## src/rtl/conv_s2_fmap_collector.sv

```systemverilog
// Collects stride-2 conv results, tags row/col/end-of-frame, buffers them and hands them downstream via valid/ready.
// Head word appears one cycle after its write into an empty FIFO; m_ready stalls the head, and words arriving while full are dropped.
// Optional macro COLLECTOR_RELU_EN zeroes negative words before they are stored.
module conv_s2_fmap_collector #(
    parameter int IMG_WIDHT  = 299,
    parameter int IMG_HEIGHT = 299,
    parameter int DATA_WIDHT = 32,
    parameter int FIFO_DEPTH = 16
) (
    input  logic                          clk,
    input  logic                          rst,
    input  logic [DATA_WIDHT-1:0]         Data_In,
    input  logic                          Valid_In,
    output logic [DATA_WIDHT-1:0]         m_data,
    output logic                          m_last_col,
    output logic                          m_last_frame,
    output logic                          m_valid,
    input  logic                          m_ready,
    output logic                          frame_done,
    output logic                          overflow,
    input  logic                          clear,
    output logic [$clog2(FIFO_DEPTH):0]   fill_level
);
    localparam int OUT_W = (IMG_WIDHT - 3) / 2 + 1;
    localparam int OUT_H = (IMG_HEIGHT - 3) / 2 + 1;
    localparam int AW    = $clog2(FIFO_DEPTH);
    localparam int CW    = $clog2(OUT_W + 1);
    localparam int RW    = $clog2(OUT_H + 1);
    localparam int EW    = DATA_WIDHT + 2;

    typedef enum logic [1:0] {S_IDLE, S_COLLECT, S_DRAIN, S_DONE} state_t;

    // Entry layout: {last_frame, last_col, data}
    logic [EW-1:0]         r_mem [FIFO_DEPTH];
    logic [AW:0]           r_wr_ptr;
    logic [AW:0]           r_rd_ptr;
    logic [CW-1:0]         r_col;
    logic [RW-1:0]         r_row;
    state_t                r_state;
    logic [DATA_WIDHT-1:0] r_m_data;
    logic                  r_m_last_col;
    logic                  r_m_last_frame;
    logic                  r_m_valid;
    logic                  r_frame_done;
    logic                  r_overflow;

    logic                  w_empty;
    logic                  w_full;
    logic                  w_pop;
    logic                  w_push;
    logic                  w_drop;
    logic                  w_last_col;
    logic                  w_last_row;
    logic [DATA_WIDHT-1:0] w_wdata;
    logic [EW-1:0]         w_wentry;
    logic [AW:0]           w_wr_ptr_nxt;
    logic [AW:0]           w_rd_ptr_nxt;
    logic [EW-1:0]         w_head_nxt;

    assign w_empty    = (r_wr_ptr == r_rd_ptr);
    assign w_full     = (r_wr_ptr[AW] != r_rd_ptr[AW]) && (r_wr_ptr[AW-1:0] == r_rd_ptr[AW-1:0]);
    assign w_pop      = r_m_valid && m_ready;
    assign w_push     = Valid_In && (r_state == S_IDLE || r_state == S_COLLECT) && (!w_full || w_pop);
    assign w_drop     = Valid_In && !w_push;
    assign w_last_col = (r_col == CW'(OUT_W - 1));
    assign w_last_row = (r_row == RW'(OUT_H - 1));

`ifdef COLLECTOR_RELU_EN
    assign w_wdata = Data_In[DATA_WIDHT-1] ? '0 : Data_In;
`else
    assign w_wdata = Data_In;
`endif

    assign w_wentry     = {w_last_col && w_last_row, w_last_col, w_wdata};
    assign w_wr_ptr_nxt = r_wr_ptr + (AW+1)'(w_push);
    assign w_rd_ptr_nxt = r_rd_ptr + (AW+1)'(w_pop);

    // Slot collision with the write only happens when the FIFO drains to empty this cycle, so bypass the new word.
    always_comb begin
        w_head_nxt = '0;
        if (w_wr_ptr_nxt != w_rd_ptr_nxt) begin
            if (w_push && (r_wr_ptr[AW-1:0] == w_rd_ptr_nxt[AW-1:0]))
                w_head_nxt = w_wentry;
            else
                w_head_nxt = r_mem[w_rd_ptr_nxt[AW-1:0]];
        end
    end

    always_ff @(posedge clk) begin
        if (w_push)
            r_mem[r_wr_ptr[AW-1:0]] <= w_wentry;
    end

    always_ff @(posedge clk or negedge rst) begin
        if (!rst) begin
            r_wr_ptr       <= '0;
            r_rd_ptr       <= '0;
            r_col          <= '0;
            r_row          <= '0;
            r_state        <= S_IDLE;
            r_m_data       <= '0;
            r_m_last_col   <= 1'b0;
            r_m_last_frame <= 1'b0;
            r_m_valid      <= 1'b0;
            r_frame_done   <= 1'b0;
            r_overflow     <= 1'b0;
        end else if (clear) begin
            r_wr_ptr       <= '0;
            r_rd_ptr       <= '0;
            r_col          <= '0;
            r_row          <= '0;
            r_state        <= S_IDLE;
            r_m_data       <= '0;
            r_m_last_col   <= 1'b0;
            r_m_last_frame <= 1'b0;
            r_m_valid      <= 1'b0;
            r_frame_done   <= 1'b0;
            r_overflow     <= 1'b0;
        end else begin
            r_wr_ptr       <= w_wr_ptr_nxt;
            r_rd_ptr       <= w_rd_ptr_nxt;
            r_m_valid      <= (w_wr_ptr_nxt != w_rd_ptr_nxt);
            r_m_data       <= w_head_nxt[DATA_WIDHT-1:0];
            r_m_last_col   <= w_head_nxt[DATA_WIDHT];
            r_m_last_frame <= w_head_nxt[DATA_WIDHT+1];
            r_frame_done   <= 1'b0;
            if (w_drop)
                r_overflow <= 1'b1;
            case (r_state)
                S_IDLE, S_COLLECT: begin
                    if (w_push) begin
                        if (w_last_col) begin
                            r_col <= '0;
                            r_row <= w_last_row ? '0 : r_row + RW'(1);
                        end else begin
                            r_col <= r_col + CW'(1);
                        end
                        r_state <= (w_last_col && w_last_row) ? S_DRAIN : S_COLLECT;
                    end
                end
                S_DRAIN: begin
                    if (w_empty) begin
                        r_state      <= S_DONE;
                        r_frame_done <= 1'b1;
                    end
                end
                default: begin
                    r_state <= S_IDLE;
                    r_col   <= '0;
                    r_row   <= '0;
                end
            endcase
        end
    end

    assign m_data       = r_m_data;
    assign m_last_col   = r_m_last_col;
    assign m_last_frame = r_m_last_frame;
    assign m_valid      = r_m_valid;
    assign frame_done   = r_frame_done;
    assign overflow     = r_overflow;
    assign fill_level   = r_wr_ptr - r_rd_ptr;
endmodule

```

## config.mk

```make
export PLATFORM = sky130hd
export DESIGN_NAME = conv_s2_fmap_collector
export DESIGN_NICKNAME = d
export VERILOG_FILES = /design/src/rtl/conv_s2_fmap_collector.sv
export SDC_FILE = /design/constraint.sdc
export NUM_CORES = 1
export LEC_CHECK = 0
export ABC_AREA = 0
export CAP_MARGIN = 0
export CORE_UTILIZATION = 59
export CTS_CLUSTER_SIZE = 25
export DETAILED_ROUTE_END_ITERATION = 7
export PLACE_DENSITY = 0.77
export SYNTH_ARGS = -nofsm -noshare
export SYNTH_HDL_FRONTEND = slang
export SYNTH_SLANG_ARGS = --single-unit
```

## constraint.sdc

```tcl
create_clock -name clk -period 10.86 [get_ports clk]
set_input_delay 1.086 -clock clk [delete_from_list [all_inputs] [get_ports clk]]
set_output_delay 1.086 -clock clk [all_outputs]
set_load 0.02 [all_outputs]
```

==> results.ini <==
[outcome]
outcome=finished, final reports clean

[timing]
relSlewSlack_pct=27.4
fin_crit_ns=5.09
setup_tns_ns=0
hold_violations=0
hold_slack_ns=0.477
fmax_ghz=0.197
fin_skew_ns=0.0139
fin_crit_sh_pct=46.9
rsz0062_at_grt=false
tightestPinTransition_ns=1.07
setup_viol_count_final=0
layout_setup_ws_ns=5.77
finalMaxSlewViolations=0

[worst_setup_path]
reg2reg_from=m_valid
crit_path_cell_trace=clkdlybuf4s50_1, and2_1, ha_4, buf_4, buf_4, mux4_2, mux2i_1, mux2i_1, mux2i_1, nor3_2
crit_end=m_data[9]
slowest_delay_ns=0.90
crit_required_ns=11.32
path_depth=10
end_kind=register
rr_endpoint=m_data[9]
path_max_fanout=53
slowest_stage=buf_4
cp.buffers_inverters=3
cp_data_arrival_time_ns=5.55
path_class=primary input to register
startpoint=m_ready
crit_top_cell=mux2i_1
crit_path_start_kind=primary input
worst_r2r_path_depth=9
path_delay_family=buffers and inverters
r2r_setup_slack_ns=6.22

[worst_hold_path]
hold_start=r_state[0]
hold_class=register to register

[synthesis]
synth_top_area_share_pct=67.4
synth-edff-count=544
syn_area_mm2=0.0242
yosys_warnings=0
synth_area_leaders=edfxtp_1 (67%), mux4_2 (13%), dfrtp_1 (6.7%)
synthArstFlopShare_pct=10.7
ys_seq_area_share_pct=74.1
synth.largest_area_cell=edfxtp_1
synth_cells=1173
synthFlopType=edfxtp_1
synth_area_per_cell_um2=20.7
ys_ff_latch=609
synth_nets=1223
ys_types=48

[place]
place_area_mm2=0.0257
dp_slack_ns=5.03
io_buffers=78
dp_hpwl_mm=23.9
finalWeightedCongestion=0.781

[die]
start_util_pct=60.4
core-area_mm2=0.0401
ios=79
num_rows=73
die_y_um=205
dieArea_mm2=0.0419
die_w_um=205

[clock_tree]
numCtsBuffers=59
h-tree-depth=2
cts_max_path_buffers=3
insertion_delay_ns=0.62
clk_pin_slew_ns=0.06
cts_tree=built
cts.sinks=609
cts-resized-gates=0
holdBufCountCts=0
post_cts_buffers=0
cts_root_buf=clkbuf_16

[global_route]
antenna_found_initial=1
grt_pass1_vias=12300
grt-ovfl-total=0
grt_pass1_wl_mm=76.7
grt_max_degree=75
grt_usage_pct=25.6

[pwr]
p_total_mw=5.80
p_per_area_mw_per_mm2=209
ir_worst_vdd_mv=0.131
p_leak_nw=8.98

[finish]
fin_nets=1325
final_cell_mix=edfxtp_1 (544), mux2i_1 (138), mux4_2 (136), clkdlybuf4s50_1 (76), dfrtp_1 (65)
drive_gt1_share_pct=22.5
final_common_cell=edfxtp_1
syn2layout_area_growth_pct=14.7
fin_area_mm2=0.0278
diodes=0

[drt]
drc=0
routed_wl_mm=51.4
avgViaCountPerCell=6.41
wl_per_cell_um=27.8
ant_nets=0
vias=11900
drtPass1Iterations=7
drtIter0Drc=1202

[flow_run]
maxCapViolations=0

-- kinds of logic after synthesis --
family	count (synthesis)	share of synthesized area (%)
buffers and inverters	83	1.62
AOI/OAI and AO/OA	47	1.33
muxes	274	18.3
and+or+nand+nor	127	2.96
adders and majority gates	13	0.702
xor gates and xnor gates	20	0.919
DFF	609	74.1
-- per-layer routing --
metal | wire [um] | GRT usage, %
met1 | 20700 | 35.5
met2 | 26100 | 42.3
met3 | 3240 | 3.67
met4 | 1320 | 8.16
met5 | 13 | 0
-- registers in the layout, indices dropped and copies added, names as in the netlist, 2 cells and up --
register and flops:
r_mem 544, m_data 32, r_col 8, r_row 8, r_rd_ptr 5, r_wr_ptr 5
r_state 2
-- power by group --
part	switching [mW]	internal, mW
Combinational	0.484	0.452
Clock	0.870	1.33
Sequential	0.0356	2.62
-- synth_stat cells, types with 2 or more instances --
| library cell | n |
|---|---|
| inv_1 | 18 |
| nor2b_1 | 7 |
| o31ai_1 | 8 |
| nor2_1 | 22 |
| xnor2_1 | 9 |
| o21ai_0 | 19 |
| a21o_1 | 2 |
| nor4_1 | 5 |
| o41ai_1 | 3 |
| and3_1 | 5 |
| ha_1 | 12 |
| nand3_2 | 2 |
| buf_6 | 7 |
| nand2b_1 | 4 |
| nand2_1 | 14 |
| a21oi_1 | 8 |
| dfrtp_1 | 65 |
| mux4_2 | 136 |
| mux2i_1 | 138 |
| nand4_1 | 2 |
| clkbuf_1 | 35 |
| nand4b_1 | 2 |
| buf_2 | 19 |
| nor3_2 | 10 |
| or2_2 | 2 |
| nand3_1 | 11 |
| buf_1 | 3 |
| edfxtp_1 | 544 |
| xor2_1 | 8 |
| a31oi_1 | 2 |
| nor3_1 | 34 |
-- metrics by stage --
| step | std cells | utilization [%] |
|---|---|---|
| floorplan | 1173 | - |
| global placement | 1739 | 64.0 |
| detailed placement | 1739 | 64.0 |
| CTS | 1850 | 69.3 |
| global route | 1850 | 69.3 |
| finish | 1850 | 69.3 |
-- how the worst min path moves through the flow --
stage                             to  slack, ns  cells past startpoint
final                     frame_done       0.48                      1
after global routing      frame_done       0.50                      1
after CTS                 frame_done       0.48                      1
after detailed placement  frame_done       0.47                      1
after global placement    frame_done       0.46                      1
after floorplan           frame_done       0.43                      1
-- cell type report --
type | count | area (um^2)
Clock buffer | 73 | 1600
Clock inverter | 38 | 508
Fill cell | 2440 | 12300
Inverter | 18 | 67.6
Multi-Input combinational cell | 481 | 6010
Sequential cell | 609 | 18000
Tap cell | 525 | 657
Timing Repair Buffer | 106 | 983
Note: power is estimated with default switching activity, not from simulation.
